===== src/rtl/cosine_phase_sweep_pkg.sv =====
// Shared types and default constants for the cosine phase sweep and its later DDS siblings.
package cosine_pkg;

    typedef enum logic [1:0] {
        IDLE = 2'd0,
        MUL  = 2'd1,
        DIV  = 2'd2,
        DONE = 2'd3
    } state_e;

    localparam int FRAME_MAX_DEF = 480;
    localparam int N_DIV_DEF     = 8;
    localparam int BASE_STEP_DEF = 11339;

endpackage


===== src/rtl/cosine_phase_sweep_if.sv =====
// Result handshake from the phase sweep to the NCO/cosine LUT stage.
interface cosine_phase_sweep_if #(
    parameter int PHASE_W = 32
) ();

    logic [PHASE_W-1:0] phase_inc;
    logic               phase_valid;
    logic               phase_ready;

    modport master (output phase_inc, output phase_valid, input  phase_ready);
    modport slave  (input  phase_inc, input  phase_valid, output phase_ready);

endinterface


===== src/rtl/cosine_phase_sweep_seq_div.sv =====
// Restoring divider producing one quotient bit per cycle, MSB first, W cycles after start.
module seq_div #(
    parameter int W = 32
) (
    input  logic         clk,
    input  logic         rst,
    input  logic         start_i,
    input  logic [W-1:0] dividend_i,
    input  logic [W-1:0] divisor_i,
    output logic [W-1:0] quotient_o,
    output logic         done_o
);

    localparam int CNT_W = $clog2(W);
    localparam logic [CNT_W-1:0] LAST = CNT_W'(W - 1);

    logic [W-1:0]     rem_q;
    logic [W-1:0]     quo_q;
    logic [W-1:0]     dvs_q;
    logic [CNT_W-1:0] cnt_q;
    logic             run_q;
    logic [W:0]       partial;
    logic [W:0]       diff;
    logic             fits;

    always_comb begin
        partial = {rem_q, quo_q[W-1]};
        diff    = partial - {1'b0, dvs_q};
        fits    = (partial >= {1'b0, dvs_q});
    end

    // The quotient register doubles as the dividend shifter: dividend bits leave at the top
    // while quotient bits enter at the bottom.
    always_ff @(posedge clk) begin
        if (rst) begin
            rem_q <= '0;
            quo_q <= '0;
            dvs_q <= '0;
            cnt_q <= '0;
            run_q <= 1'b0;
        end else if (start_i) begin
            rem_q <= '0;
            quo_q <= dividend_i;
            dvs_q <= divisor_i;
            cnt_q <= '0;
            run_q <= 1'b1;
        end else if (run_q) begin
            rem_q <= fits ? diff[W-1:0] : partial[W-1:0];
            quo_q <= {quo_q[W-2:0], fits};
            cnt_q <= cnt_q + 1'b1;
            if (cnt_q == LAST) begin
                run_q <= 1'b0;
            end
        end
    end

    assign done_o     = run_q && (cnt_q == LAST);
    assign quotient_o = quo_q;

endmodule


===== src/rtl/cosine_phase_sweep.sv =====
// Frame-stepped DDS phase increment: BASE_STEP*(FRAME_MAX + n*K) / (K*N_DIV), handed out over valid/ready.
module cosine_phase_sweep
    import cosine_pkg::*;
#(
    parameter int PHASE_W   = 32,
    parameter int FRAME_MAX = FRAME_MAX_DEF,
    parameter int N_DIV     = N_DIV_DEF,
    parameter int BASE_STEP = BASE_STEP_DEF,
    parameter int IDX_W     = 9
) (
    input  logic                 clk,
    input  logic                 rst,
    input  logic                 vga_vs,
    input  logic                 sweep_clr,
    input  logic                 sweep_en,
    input  logic                 load_en,
    input  logic [IDX_W-1:0]     load_idx,
    cosine_phase_sweep_if.master phase_if,
    output logic [IDX_W-1:0]     frame_idx,
    output logic                 busy
);

    localparam int               SHIFT   = $clog2(N_DIV);
    localparam logic [IDX_W-1:0] IDX_MAX = IDX_W'(FRAME_MAX);

    state_e             state_q;
    logic               vs_q;
    logic               pending_q;
    logic [IDX_W-1:0]   idx_q;
    logic [IDX_W-1:0]   idx_d;
    logic               idx_wr;
    logic               frame_evt;
    logic [PHASE_W-1:0] inc_q;
    logic               valid_q;
    logic [PHASE_W-1:0] mul_k;
    logic [PHASE_W-1:0] mul_n;
    logic [PHASE_W-1:0] divisor;
    logic [PHASE_W-1:0] dividend;
    logic [PHASE_W-1:0] quotient;
    logic               div_done;

    always_comb begin
        frame_evt = vs_q && !vga_vs;
        idx_d     = idx_q;
        idx_wr    = 1'b0;
        if (sweep_clr) begin
            idx_d  = '0;
            idx_wr = 1'b1;
        end else if (load_en) begin
            idx_d  = (load_idx > IDX_MAX) ? IDX_MAX : load_idx;
            idx_wr = 1'b1;
        end else if (frame_evt && sweep_en) begin
            idx_d  = (idx_q == IDX_MAX) ? '0 : idx_q + 1'b1;
            idx_wr = 1'b1;
        end
    end

    // N_DIV is a power of two, so K, n and the divisor are plain shifts and masks of the index.
    always_comb begin
        mul_k    = PHASE_W'(idx_q >> SHIFT) + PHASE_W'(1);
        mul_n    = PHASE_W'(idx_q[SHIFT-1:0]);
        divisor  = mul_k << SHIFT;
        dividend = PHASE_W'(BASE_STEP) * (PHASE_W'(FRAME_MAX) + mul_n * mul_k);
    end

    seq_div #(.W(PHASE_W)) u_div (
        .clk        (clk),
        .rst        (rst),
        .start_i    (state_q == MUL),
        .dividend_i (dividend),
        .divisor_i  (divisor),
        .quotient_o (quotient),
        .done_o     (div_done)
    );

    // A write landing while IDLE consumes pending re-arms it, so the latest index always gets computed.
    always_ff @(posedge clk) begin
        if (rst) begin
            state_q   <= IDLE;
            vs_q      <= 1'b1;
            pending_q <= 1'b0;
            idx_q     <= '0;
            inc_q     <= '0;
            valid_q   <= 1'b0;
        end else begin
            vs_q  <= vga_vs;
            idx_q <= idx_d;
            if (valid_q && phase_if.phase_ready) begin
                valid_q <= 1'b0;
            end
            unique case (state_q)
                IDLE: begin
                    if (pending_q) begin
                        pending_q <= 1'b0;
                        state_q   <= MUL;
                    end
                end
                MUL: state_q <= DIV;
                DIV: begin
                    if (div_done) begin
                        state_q <= DONE;
                    end
                end
                DONE: begin
                    if (!valid_q || phase_if.phase_ready) begin
                        inc_q   <= quotient;
                        valid_q <= 1'b1;
                        state_q <= IDLE;
                    end
                end
                default: state_q <= IDLE;
            endcase
            if (idx_wr) begin
                pending_q <= 1'b1;
            end
        end
    end

    assign phase_if.phase_inc   = inc_q;
    assign phase_if.phase_valid = valid_q;
    assign frame_idx            = idx_q;
    assign busy                 = (state_q != IDLE);

endmodule


===== src/flat_wrapper.sv =====
// flat-port wrapper written by rule: the top's interface ports become plain ports
module cosine_phase_sweep_flat import cosine_pkg::*;
#(
    parameter int PHASE_W   = 32,
    parameter int FRAME_MAX = FRAME_MAX_DEF,
    parameter int N_DIV     = N_DIV_DEF,
    parameter int BASE_STEP = BASE_STEP_DEF,
    parameter int IDX_W     = 9
)
  (clk, rst, vga_vs, sweep_clr, sweep_en, load_en, load_idx, frame_idx, busy, phase_if_phase_inc, phase_if_phase_valid, phase_if_phase_ready);
  cosine_phase_sweep_if #(.PHASE_W(PHASE_W)) phase_if_i ();
  input  logic clk;
  input  logic rst;
  input  logic vga_vs;
  input  logic sweep_clr;
  input  logic sweep_en;
  input  logic load_en;
  input  logic [IDX_W-1:0] load_idx;
  output logic [IDX_W-1:0] frame_idx;
  output logic busy;
  output wire logic [$bits(phase_if_i.phase_inc)-1:0] phase_if_phase_inc;
  output wire logic [$bits(phase_if_i.phase_valid)-1:0] phase_if_phase_valid;
  input wire logic [$bits(phase_if_i.phase_ready)-1:0] phase_if_phase_ready;
  assign phase_if_phase_inc = phase_if_i.phase_inc;
  assign phase_if_phase_valid = phase_if_i.phase_valid;
  assign phase_if_i.phase_ready = phase_if_phase_ready;
  cosine_phase_sweep #(.PHASE_W(PHASE_W), .FRAME_MAX(FRAME_MAX), .N_DIV(N_DIV), .BASE_STEP(BASE_STEP), .IDX_W(IDX_W)) u_core (.clk(clk), .rst(rst), .vga_vs(vga_vs), .sweep_clr(sweep_clr), .sweep_en(sweep_en), .load_en(load_en), .load_idx(load_idx), .phase_if(phase_if_i), .frame_idx(frame_idx), .busy(busy));
endmodule

===== config.mk =====
export PLATFORM = sky130hd
export DESIGN_NAME = cosine_phase_sweep_flat
export DESIGN_NICKNAME = d
export VERILOG_FILES = /design/src/rtl/cosine_phase_sweep_pkg.sv /design/src/rtl/cosine_phase_sweep_if.sv /design/src/rtl/cosine_phase_sweep_seq_div.sv /design/src/rtl/cosine_phase_sweep.sv /design/src/flat_wrapper.sv
export SDC_FILE = /design/constraint.sdc
export NUM_CORES = 1
export LEC_CHECK = 0
export CORE_UTILIZATION = 30
export CTS_CLUSTER_DIAMETER = 80
export CTS_CLUSTER_SIZE = 14
export DETAILED_ROUTE_END_ITERATION = 8
export PLACE_DENSITY = 0.52
export SYNTH_ARGS = -nofsm -noshare
export SYNTH_HDL_FRONTEND = slang
export SYNTH_SLANG_ARGS = --single-unit

===== constraint.sdc =====
create_clock -name clk -period 7.8 [get_ports clk]
set_clock_uncertainty 0.1 [all_clocks]
set_input_delay 0.78 -clock clk [delete_from_list [all_inputs] [get_ports clk]]
set_output_delay 0.78 -clock clk [all_outputs]
set_load 0.03 [all_outputs]

* After elaboration in Yosys (flattened, before gate mapping) *
Index checks and enable logic that the tools add are counted.

storage, ports and cells
  output and inout port bits = 43
  bits in registers = 145
  input port bits = 16
  logic and storage cells = 66

operators by class
  muxes and demuxes = 22
  reductions and logical operators = 16
  $mul = 2
  equal/unequal tests = 8
  $lt $le $gt $ge = 2
  $add $sub $neg = 5

operator list
  cell                                                   number
  two-way mux 32 bit                                     3
  two-way mux 9 bit                                      4
  greater-or-equal comparator 33 x 32 -> 1 bit           1
  adder 9 x 32 -> 32 bit, first input constant           1
  multiplier 14 x 32 -> 32 bit, first input constant     1
  multiplier 3 x 32 -> 32 bit                            1
  subtractor 32 bit                                      1
  two-way mux 1 bit                                      11
  adder 9 x 1 -> 9 bit, second input constant            1
  == test 9 bit, second input constant                   1
  > comparator 9 bit, second input constant              1
  one-hot mux 2 bit (4 select lines)                     1
  nonzero test 2 bit                                     4
  adder 6 x 1 -> 7 bit, second input constant            1
  two-way mux 2 bit                                      3
  inequality test 2 x 1 -> 1 bit, second input constant  3
  adder 5 x 1 -> 5 bit, second input constant            1
  == test 5 bit, second input constant                   1
  == test 2 bit, second input constant                   2
  logical AND 1 bit                                      4
  OR reduction 2 bit                                     2
  AND reduction 3 bit                                    1
  == test 2 x 1 -> 1 bit, second input constant          1
  zero test 1 bit                                        2
  other kinds (3)                                        3

* Logic depth before layout (Yosys ltp) *
Gate-level depths: netlist (run 1).

  word-level depth = 7
  depth in mapped cells = 30
  gate-level depth less buffers = 29

* Cells and area by module *
Synthesis (run 1) repeated with hierarchy kept, for this count alone.

unflattened totals
  cells, all modules = 1420
  area, all modules = 11715.0 µm²

by module, submodules not included
  module              seq. area each (µm²)  area an instance (µm²)  times used  cells an instance
  seq_div             2042.0                6224.7                  1           755
  cosine_phase_sweep  920.9                 5490.3                  1           665

* Worst setup path after synthesis (run 1) *
OpenSTA, ideal clock, no wires.

  kind = register to register
  start point = register u_core.idx_q[5] (netlist: u_core.frame_idx[5])
  end point = register u_core.u_div.quo_q[14] (netlist: u_core.u_div.quotient_o[14])
  data required time = 7.586 ns
  data arrival time = 7.231 ns
  slack = 0.354 ns
  cell stages (with the launch flop) = 30
  period minus slack after synthesis = 7.446 ns
  library setup time = 0.114 ns
  cells stage by stage = dfxtp_1 -> clkbuf_1 -> and3_1 -> clkbuf_1 -> nand3_1 -> xnor2_1 -> nand2_1 -> ha_1 -> fa_1 -> inv_1 -> ha_1 -> o21ai_0 -> a21boi_0 -> o21ai_0 -> and3_1 -> or2_2 -> ha_1 -> ha_1 -> ha_1 -> fa_1 -> inv_1 -> fa_1 -> inv_1 -> ha_1 -> nand3_1 -> nor2_1 -> a211oi_1 -> o21ai_0 -> and4_1 -> a2111oi_0

on the way
  cells in the longest elaborated chain, start to end = 5

RTL lines
  element                       RTL line                          RTL
  start: declaration            cosine_phase_sweep.sv:29          logic [IDX_W-1:0] idx_q;
  start signal: assignment      cosine_phase_sweep.sv:87          idx_q <= idx_d;
  adder 6 x 1 -> 7 bit          cosine_phase_sweep.sv:60          mul_k = PHASE_W'(idx_q >> SHIFT) + PHASE_W'(1);
  multiplier 3 x 32 -> 32 bit   cosine_phase_sweep.sv:63          dividend = PHASE_W'(BASE_STEP) * (PHASE_W'(FRAME_MAX) + mul_n * mul_k);
  adder 9 x 32 -> 32 bit        cosine_phase_sweep.sv:63
  multiplier 14 x 32 -> 32 bit  cosine_phase_sweep.sv:63
  two-way mux 32 bit            cosine_phase_sweep_seq_div.sv:41  end else if (start_i) begin
  end signal: assignment        cosine_phase_sweep_seq_div.sv:43  quo_q <= dividend_i;
  end signal: assignment        cosine_phase_sweep_seq_div.sv:49  quo_q <= {quo_q[W-2:0], fits};
  end: declaration              cosine_phase_sweep_seq_div.sv:18  logic [W-1:0] quo_q;

Every way passes these cells.
A chain may end at the register's enable or synchronous reset.

* Final worst setup path (run 1) *
  start point = register u_core.idx_q[6] (netlist: u_core.frame_idx[6])
  end point = register u_core.u_div.quo_q[22] (netlist: u_core.u_div.quotient_o[22])

The elaborated chain is that of the path after synthesis.

==> results.py, run 1 <==
metrics = {
    "drt": {
        "vias": 8263,
        "drc_errors": 0,
        "first_iter_violations": 485,
        "drt-vias-per-instance": 5.09,
        "ant_nets": 0,
        "avgRoutedWirePerCell_microns": 15.3,
        "drt_pass1_iterations": 5,
        "wl_mm": 24.8,
    },
    "floorplanning": {
        "num_rows": 65,
        "die_area_sq_mm": 0.0331,
        "initial_core_util": 0.307,
        "ioPinCount": 59,
        "die_h_microns": 182,
        "die_w_microns": 182,
        "core_sq_mm": 0.0317,
    },
    "global_route": {
        "grt-ovfl-total": 0,
        "grt_util_all_layers": 0.152,
        "grt_pass1_wl_mm": 41.0,
        "antenna_found_initial": 0,
        "grt_pass1_vias": 7933,
        "grt_max_degree": 70,
    },
    "clocking": {
        "post_cts_buffers": 0,
        "clkLatencyLatePin_ns": 0.41,
        "cts_buffer_depth": 2,
        "cts_tree": "built",
        "cts_buffers": 17,
        "cts-htree-levels": 4,
        "cts_root_buf": "clkbuf_16",
        "cts.clk_slew.worst_paths_ns": 0.07,
        "cts_sinks": 123,
    },
    "critical_path": {
        "cp_data_arrival_time_ns": 7.62,
        "start_kind": "flop",
        "critPathRequiredTime_ns": 8.01,
        "crit_path_max_fanout": 7,
        "end_kind": "flop",
        "critPathKind": "flop to flop",
    },
    "hold_path": {
        "hold_path.class": "flop to flop",
    },
    "synth": {
        "synth_top_cell_by_area": "dfxtp_1",
        "async_flop_share": 0,
        "synthTopCellsByArea": "dfxtp_1 (25%), ha_1 (16%), fa_1 (7.2%), nand2_1 (5.2%), a21oi_1 (4.9%)",
        "syn-mean-instance-area_sq_um": 8.33,
        "syn-instance-count": 1167,
        "syn_nets": 1346,
        "ys_seq_elements": 123,
        "yosys_warnings": 0,
        "synth_area_sq_mm": 0.00973,
        "synthFlopType": "dfxtp_1",
        "synth-edff-count": 0,
        "synth.yosys.seq_area_share": 0.253,
        "synth_cell_types": 73,
        "synth_top_area_frac": 0.253,
    },
    "power_and_ir_drop": {
        "power.total_uw": 3510,
        "power.density_mw_per_mm2": 309,
        "cellLeakagePower_uw": 0.00480,
        "ir_drop_uv": 167,
    },
    "run_status": {
        "status": "completed",
    },
    "sta": {
        "slew_violations": 0,
        "slew_headroom": 0.429,
        "fmax_mhz": 135,
        "setup_violations": 0,
        "grt_setup_unrepaired": "true",
        "hold_viol": 0,
        "period_share": 0.950,
        "worst_pin_slew_ns": 0.857,
        "setup_tns_ns": 0,
        "timing.final.crit_period_ns": 7.41,
    },
    "place": {
        "hpwl_mm": 19.0,
        "gp_congestion": 0.828,
        "numPortBuffers": 58,
    },
    "final_layout": {
        "synthToLayoutAreaGrowth_pct": 16.9,
        "num-nets-final": 1386,
        "drive_gt1_frac": 0.0754,
        "n_antenna_cell": 0,
        "fillers": 3320,
    },
    "flow_run": {
        "maxCapViolCount": 0,
    },
}
-- layout by cell type, fill, tap and decap left out, types with 16 or more instances in the layout --
| master | netlist | final |
|---|---|---|
| a211oi_1 | 29 | 29 |
| a21o_1 | 17 | 17 |
| a21oi_1 | 95 | 94 |
| buf_4 | 2 | 22 |
| clkbuf_16 | 0 | 17 |
| clkdlybuf4s50_1 | 0 | 57 |
| dfxtp_1 | 123 | 121 |
| fa_1 | 35 | 35 |
| ha_1 | 128 | 127 |
| inv_1 | 97 | 97 |
| mux2i_1 | 32 | 32 |
| nand2_1 | 135 | 135 |
| nand3_1 | 17 | 16 |
| nor2_1 | 88 | 88 |
| nor3_1 | 18 | 18 |
| o21ai_0 | 50 | 48 |
| xnor2_1 | 35 | 33 |
-- cell families after synthesis --
group / share of synthesized area
xor gates and xnor gates: 0.0437
and+or+nand+nor: 0.182
adders and majority gates: 0.237
buffers and inverters: 0.0612
muxes: 0.0341
AOI/OAI and AO/OA: 0.189
DFF: 0.253
-- final timing paths --
check	start	depth (start not counted)	to	slack, ns
hold reg to reg	u_core.phase_if.phase_inc[17]$_SDFFE_PP0P_	2	u_core.phase_if.phase_inc[17]$_SDFFE_PP0P_	0.36
setup / recovery	u_core.frame_idx[6]$_SDFFE_PP0P_	27	u_core.u_div.quotient_o[22]$_SDFFE_PP0P_	0.39
setup reg to reg	u_core.frame_idx[6]$_SDFFE_PP0P_	27	u_core.u_div.quotient_o[22]$_SDFFE_PP0P_	0.39
hold / removal	u_core.phase_if.phase_inc[17]$_SDFFE_PP0P_	2	u_core.phase_if.phase_inc[17]$_SDFFE_PP0P_	0.36
-- power breakdown --
group / switching [uW] / total [uW] / leakage [uW] / internal, uW
registers: 143 / 900 / 0.00100 / 757
clock network: 314 / 791 / 0.000279 / 477
logic: 1090 / 1820 / 0.00352 / 729
-- through the flow --
stage	hold WS, ns	cell area (sq um)	utilization	instances	setup slack, ns
floorplan	0.340	9730	-	1167	0.354
global placement	0.346	10700	0.339	1590	0.355
detailed placement	0.348	10700	0.339	1590	0.269
CTS	0.359	11300	0.357	1622	0.208
global route	0.375	11400	0.359	1622	-0.0353
finish	0.355	11400	0.359	1622	0.392
-- per-layer routing --
metal	share of wire	track usage	routed length, microns	up-vias
met2	0.47	0.250	11700	117
met4	0.010	0.0380	251	0
met3	0.026	0.0184	647	15
li1	-	-	-	4200
met5	0	0	0	-
met1	0.49	0.210	12200	3931
-- area by class of cell --
type                            instances  area [sq um]  area share
Multi-Input combinational cell        888          6710       0.590
Sequential cell                       123          2470       0.217
Timing Repair Buffer                   80           741      0.0651
Tap cell                              402           503      0.0442
Clock buffer                           18           429      0.0377
Inverter                               97           364      0.0320
Clock inverter                         14           158      0.0139
-- what timing repair did --
action                                  4_1_cts  5_1_grt
gates resized for setup                       0       13
hold buffers                                  0        0
endpoints found under the setup margin        0       14
-- worst max-delay path, stage by stage (launching register included) --
cell and delay [ns]:
dfxtp_1 0.45, and3_1 0.30, nand3_1 0.12, xnor2_1 0.27
nand2_1 0.10, ha_1 0.31, fa_1 0.55, inv_1 0.04
ha_1 0.31, inv_1 0.12, o21ai_0 0.13, a21oi_2 0.26
o21ai_0 0.15, a32o_1 0.31, ha_1 0.33, ha_1 0.30
inv_1 0.07, fa_1 0.52, inv_1 0.05, fa_1 0.45
ha_1 0.31, ha_1 0.39, a21oi_1 0.15, o21ai_0 0.14
a21oi_1 0.42, nand2_1 0.16, a21o_1 0.22, a211o_1 0.26
-- state kept, by name, summed over array words and instances, names as in the netlist --
register,count
u_core.state_q,2
u_core.phase_if.phase_valid,1
u_core.u_div.rem_q,32
u_core.pending_q,1
u_core.u_div.run_q,1
u_core.u_div.dvs_q,7
u_core.phase_if.phase_inc,32
u_core.u_div.cnt_q,5
u_core.vs_q,1
u_core.u_div.quotient_o,32
u_core.frame_idx,9
-- cells in the mapped netlist, drive strengths merged, types with 11 or more instances --
master / instances
a211oi: 32
a21o: 17
a21oi: 95
a31oi: 12
and2: 13
buf: 16
clkbuf: 43
dfxtp: 123
fa: 35
ha: 128
inv: 97
mux2i: 32
nand2: 135
nand3: 17
nor2: 88
nor2b: 12
nor3: 19
nor4: 13
o21ai: 50
xnor2: 35
xor2: 11
Note: power is estimated with default switching activity, not from simulation.
==> run 2: changes to the inputs <==
--- a/config.mk
+++ b/config.mk
@@ -6,7 +6,6 @@
 export NUM_CORES = 1
 export LEC_CHECK = 0
 export CORE_UTILIZATION = 30
-export CTS_CLUSTER_DIAMETER = 80
 export CTS_CLUSTER_SIZE = 14
 export DETAILED_ROUTE_END_ITERATION = 8
 export PLACE_DENSITY = 0.52
==> results of run 2 <==
Same layout as run 1: the final DEF is identical, and so are final timing and power.
